### src/rtl/credit_bp_rx_nvc.sv
// Credit-based NoC receiver: VC_W per-VC FIFOs, per-VC valid/backpressure heads, sticky errors.
// Optional macro CREDIT_BP_RX_NVC_REG_CREDIT_EN registers the credit return one cycle after the pop.
module credit_bp_rx_nvc #(
  parameter int VC_W  = 2,
  parameter int D_W   = 32,
  parameter int A_W   = 8,
  parameter int DEPTH = 4,
  localparam int CNT_W = $clog2(DEPTH + 1),
  localparam int PW    = A_W + D_W + 1
) (
  input  logic                  clk,
  input  logic                  rst_n,
  input  logic [VC_W-1:0]       i_vc_target,
  input  logic [PW-1:0]         i_packet,
  output logic [VC_W-1:0]       o_vc_credit_gnt,
  output logic [VC_W-1:0]       o_v,
  output logic [VC_W*PW-1:0]    o_d,
  input  logic [VC_W-1:0]       i_b,
  output logic [VC_W*CNT_W-1:0] o_count,
  output logic [VC_W-1:0]       o_err,
  input  logic                  i_err_clr
);

  localparam int PTR_W = $clog2(DEPTH);

  // Handshake: a flit pops from VC v on every edge where o_v[v]=1 and i_b[v]=0;
  // the head is held stable while i_b[v]=1. One credit is returned per pop.
  logic [VC_W-1:0] pop;
  logic [VC_W-1:0] err_set;
  logic            multi_hot;
  logic            one_hot;

  assign pop       = o_v & ~i_b;
  assign multi_hot = (i_vc_target & (i_vc_target - VC_W'(1))) != '0;
  assign one_hot   = (i_vc_target != '0) && !multi_hot;

  function automatic logic [PTR_W-1:0] ptr_next(input logic [PTR_W-1:0] p);
    return (p == PTR_W'(DEPTH - 1)) ? '0 : p + PTR_W'(1);
  endfunction

  for (genvar v = 0; v < VC_W; v++) begin : g_vc
    logic [PW-1:0]    mem [DEPTH];
    logic [PTR_W-1:0] rd_ptr;
    logic [PTR_W-1:0] wr_ptr;
    logic [CNT_W-1:0] count;
    logic             full;
    logic             push;

    assign full = (count == CNT_W'(DEPTH));
    // A full FIFO still accepts a push when its head leaves on the same edge.
    assign push       = one_hot & i_vc_target[v] & (~full | pop[v]);
    assign err_set[v] = i_vc_target[v] & (multi_hot | (full & ~pop[v]));

    always_ff @(posedge clk) begin
      if (!rst_n) begin
        rd_ptr <= '0;
        wr_ptr <= '0;
        count  <= '0;
        for (int i = 0; i < DEPTH; i++) mem[i] <= '0;
      end else begin
        if (push) begin
          mem[wr_ptr] <= i_packet;
          wr_ptr      <= ptr_next(wr_ptr);
        end
        if (pop[v]) rd_ptr <= ptr_next(rd_ptr);
        case ({push, pop[v]})
          2'b10:   count <= count + CNT_W'(1);
          2'b01:   count <= count - CNT_W'(1);
          default: count <= count;
        endcase
      end
    end

    assign o_v[v]                     = (count != '0);
    assign o_d[v*PW +: PW]            = mem[rd_ptr];
    assign o_count[v*CNT_W +: CNT_W]  = count;
  end

  // A newly detected error overrides a same-edge clear.
  always_ff @(posedge clk) begin
    if (!rst_n) begin
      o_err <= '0;
    end else if (i_err_clr) begin
      o_err <= err_set;
    end else begin
      o_err <= o_err | err_set;
    end
  end

`ifdef CREDIT_BP_RX_NVC_REG_CREDIT_EN
  logic [VC_W-1:0] gnt_q;
  always_ff @(posedge clk) begin
    if (!rst_n) gnt_q <= '0;
    else        gnt_q <= pop;
  end
  assign o_vc_credit_gnt = gnt_q;
`else
  assign o_vc_credit_gnt = pop;
`endif

endmodule

### config.mk
export PLATFORM = sky130hd
export DESIGN_NAME = credit_bp_rx_nvc
export DESIGN_NICKNAME = d
export VERILOG_FILES = /design/src/rtl/credit_bp_rx_nvc.sv
export SDC_FILE = /design/constraint.sdc
export NUM_CORES = 1
export LEC_CHECK = 0
export CAP_MARGIN = 20
export CORE_UTILIZATION = 59
export CTS_BUF_LIST = sky130_fd_sc_hd__clkbuf_4 sky130_fd_sc_hd__clkbuf_8
export DETAILED_ROUTE_END_ITERATION = 7
export HOLD_SLACK_MARGIN = 0.1
export PLACE_DENSITY = 0.82
export RECOVER_POWER = 50
export SYNTH_ARGS = -nofsm -noshare
export SYNTH_HDL_FRONTEND = slang
export SYNTH_SLANG_ARGS = --single-unit
### constraint.sdc
create_clock -name clk -period 5.9 [get_ports clk]
set_input_delay 0.885 -clock clk [delete_from_list [all_inputs] [get_ports clk]]
set_output_delay 0.885 -clock clk [all_outputs]
set_load 0.02 [all_outputs]
==> results.py <==
metrics = {
    "synth": {
        "syn_nets": 1014,
        "synthTopCellsByArea": "edfxtp_1 68%, mux4_2 13%, nor2_1 7.6%, dfxtp_1 2.8%, nor2_2 1.7%",
        "synth_area_sq_um": 14500,
        "synth_cell_types": 32,
        "synth-edff-count": 328,
        "ys_ff_latch": 348,
        "async_flop_share": 0,
        "yosysWarnings": 0,
        "syn_inst": 959,
        "yosysTopAreaCellShare": 0.677,
        "yosysSeqAreaShare": 0.705,
        "synth_ff_type": "edfxtp_1",
        "synth.avg_cell_area_sq_um": 15.2,
        "yosys.area.top_type": "edfxtp_1",
    },
    "power": {
        "p_clk_frac": 0.296,
        "pwr-share-seq": 0.473,
        "p_total_mw": 6.56,
        "swShare": 0.284,
        "ir_drop_mv": 0.336,
        "power.switching_mw": 1.86,
        "p_leak_nw": 6.04,
        "power_per_cell_area_nw_per_um2": 379,
        "p_int_mw": 4.70,
        "p_comb_frac": 0.232,
    },
    "clock_network": {
        "holdBufCountCts": 0,
        "cts.htree.levels": 2,
        "ctsRootBufferMaster": "clkbuf_8",
        "cts_tree": "yes",
        "insertion_delay_ns": 0.58,
        "cts.reportedPaths.clkPinSlew_ns": 0.06,
        "cts_sinks": 348,
        "numCtsBuffers": 52,
        "cts_resized": 0,
        "cts_setup_buffers": 0,
        "clock_path_buffers": 3,
    },
    "global_route": {
        "grt.total_usage": 0.254,
        "grt_antenna_before_repair": 0,
        "grt_pass1_wl_um": 48700,
        "first_global_vias": 8659,
        "gr-total-overflow": 0,
        "grt_max_degree": 44,
    },
    "die": {
        "core_sq_um": 24200,
        "die_y_um": 159,
        "fp-row-count": 57,
        "start_util": 0.600,
        "die_w_um": 159,
        "io_pins": 142,
        "die_area_sq_um": 25300,
    },
    "setup_path": {
        "worst-setup-path-type": "primary input to flip-flop",
        "start_kind": "primary input",
        "required_ns": 6.22,
        "rr_endpoint": "g_vc[0].mem[0][7]",
        "end_kind": "flip-flop",
        "reg2reg_depth": 5,
        "cp_max_fo": 42,
        "cp.arrival_ns": 4.86,
        "r2r_slack_ns": 1.73,
        "reg2reg_from": "g_vc[0].count[0]",
    },
    "run": {
        "cap_violations": 4,
    },
    "placed_design": {
        "port_buffers": 141,
        "postPlaceCellArea_sq_um": 16100,
        "dp_hpwl_um": 18200,
        "place.gp.congestion": 0.739,
    },
    "run_status": {
        "outcome": "complete, but fails checks",
        "violations": "DRC, capacitance limit, slew limit",
    },
    "route": {
        "routed_wl_um": 32000,
        "first_pass_iters": 7,
        "wl_per_cell_um": 21.9,
        "drt_iter0_drc": 728,
        "drcViolationCount": 1,
        "detail-route-antenna-nets": 0,
        "vias": 8545,
        "drt-vias-per-instance": 5.83,
    },
    "finish": {
        "fill_cells": 1510,
        "final_common_cell": "edfxtp_1",
        "drive_above_1_share": 0.206,
        "multiInputGateArea_sq_um": 3960,
        "n_antenna_cell": 0,
        "seqCellArea_sq_um": 10300,
        "nets": 1154,
        "areaGrowthSynthToFinish_pct": 19.1,
        "final_area_sq_um": 17300,
        "final_cell_mix": "328 x edfxtp_1, 296 x nor2_1, 129 x clkdlybuf4s50_1, 82 x mux4_2, 58 x clkbuf_8",
    },
    "timing": {
        "max_slew.worst_pin.slew_ns": 1.91,
        "drv_slew": 157,
        "fin_skew_ns": 0.0194,
        "maxSlewHeadroom": -0.275,
        "rsz0062_at_grt": "no",
        "fin_setup_tns_ns": 0,
        "fmax_mhz": 220,
        "period_minus_slack_ns": 4.54,
        "timing.final.crit_share": 0.770,
        "finalSetupViolCount": 0,
        "hold_viol": 0,
    },
    "worst_hold_path": {
        "hold_path_end": "o_err[1]",
        "holdPathStages": 2,
        "hold_class": "flip-flop to flip-flop",
        "worstHoldStart": "o_err[1]",
    },
}
[state kept, by name, summed over array words and instances (netlist names), named ones only]
name and cells:
g_vc.mem 328, g_vc.count 6, g_vc.rd_ptr 4, g_vc.wr_ptr 4, o_err 2
[cells in the mapped netlist (all sizes together), types with 4 or more instances]
master	number
a21boi	4
and2	4
buf	42
clkbuf	27
dfxtp	20
edfxtp	328
ha	5
inv	7
mux2i	9
mux4	82
nand2	57
nand2b	4
nor2	332
nor2b	8
o21ai	5
or3	7
or3b	4
[logic make-up after synthesis]
| family | synth area share |
|---|---|
| fa+ha+maj | 0.00705 |
| xor+xnor | 0.00181 |
| compound gates | 0.00697 |
| simple gates | 0.121 |
| mux | 0.133 |
| flops | 0.705 |
| buf+inv | 0.0256 |
[routing by layer]
layer | up-vias | share of wire | global-route usage
met5 | - | 0 | 0
met4 | 0 | 0.026 | 0.108
met3 | 56 | 0.075 | 0.0396
met2 | 417 | 0.50 | 0.414
met1 | 4316 | 0.39 | 0.347
li1 | 3756 | - | -
[how the worst max path moves through the flow]
stage | from | endpoint | slack (ns) | cells past startpoint
3_5_place_dp | i_b[0] | g_vc[0].mem[2][25] | 1.55 | 4
5_1_grt | i_b[0] | g_vc[0].mem[0][24] | 1.11 | 5
3_3_place_gp | i_vc_target[0] | g_vc[0].mem[2][24] | 1.60 | 5
2_1_floorplan | i_vc_target[0] | g_vc[1].mem[3][0] | 0.94 | 4
4_1_cts | i_b[0] | g_vc[0].mem[2][34] | 2.12 | 4
6_report | i_b[0] | g_vc[0].mem[0][7] | 1.36 | 5
[power by group through the flow]
stage               sequential, mW  clock, mW  combinational [mW]
floorplan                     3.00          0                1.03
global placement              3.16          0                1.48
detailed placement            3.18          0                1.50
CTS                           3.13       1.95                1.51
global route                  3.14       2.06                1.59
finish                        3.10       1.94                1.52
[layout make-up]
class	instances	share of cell area
Inverter	7	0.00152
Tap cell	324	0.0234
Clock inverter	17	0.00455
Multi-Input combinational cell	535	0.228
Timing Repair Buffer	155	0.0946
Clock buffer	79	0.0552
Sequential cell	348	0.592
[through the flow]
stage / util / hold slack [ns] / std cells / setup WS (ns)
after global routing: 0.714 / 0.525 / 1465 / 1.11
final: 0.714 / 0.491 / 1465 / 1.36
after CTS: 0.707 / 0.491 / 1456 / 2.12
after global placement: 0.664 / 0.469 / 1360 / 1.60
after detailed placement: 0.664 / 0.482 / 1360 / 1.55
after floorplan: - / 0.493 / 959 / 0.936
[critical path: stages]
cell and delay (ns):
dlygate4sd3_1 0.57, a311o_1 0.96, or3_1 1.39, nand2_2 0.62
buf_12 0.40
No activity file was read; power rests on OpenSTA's default activity.
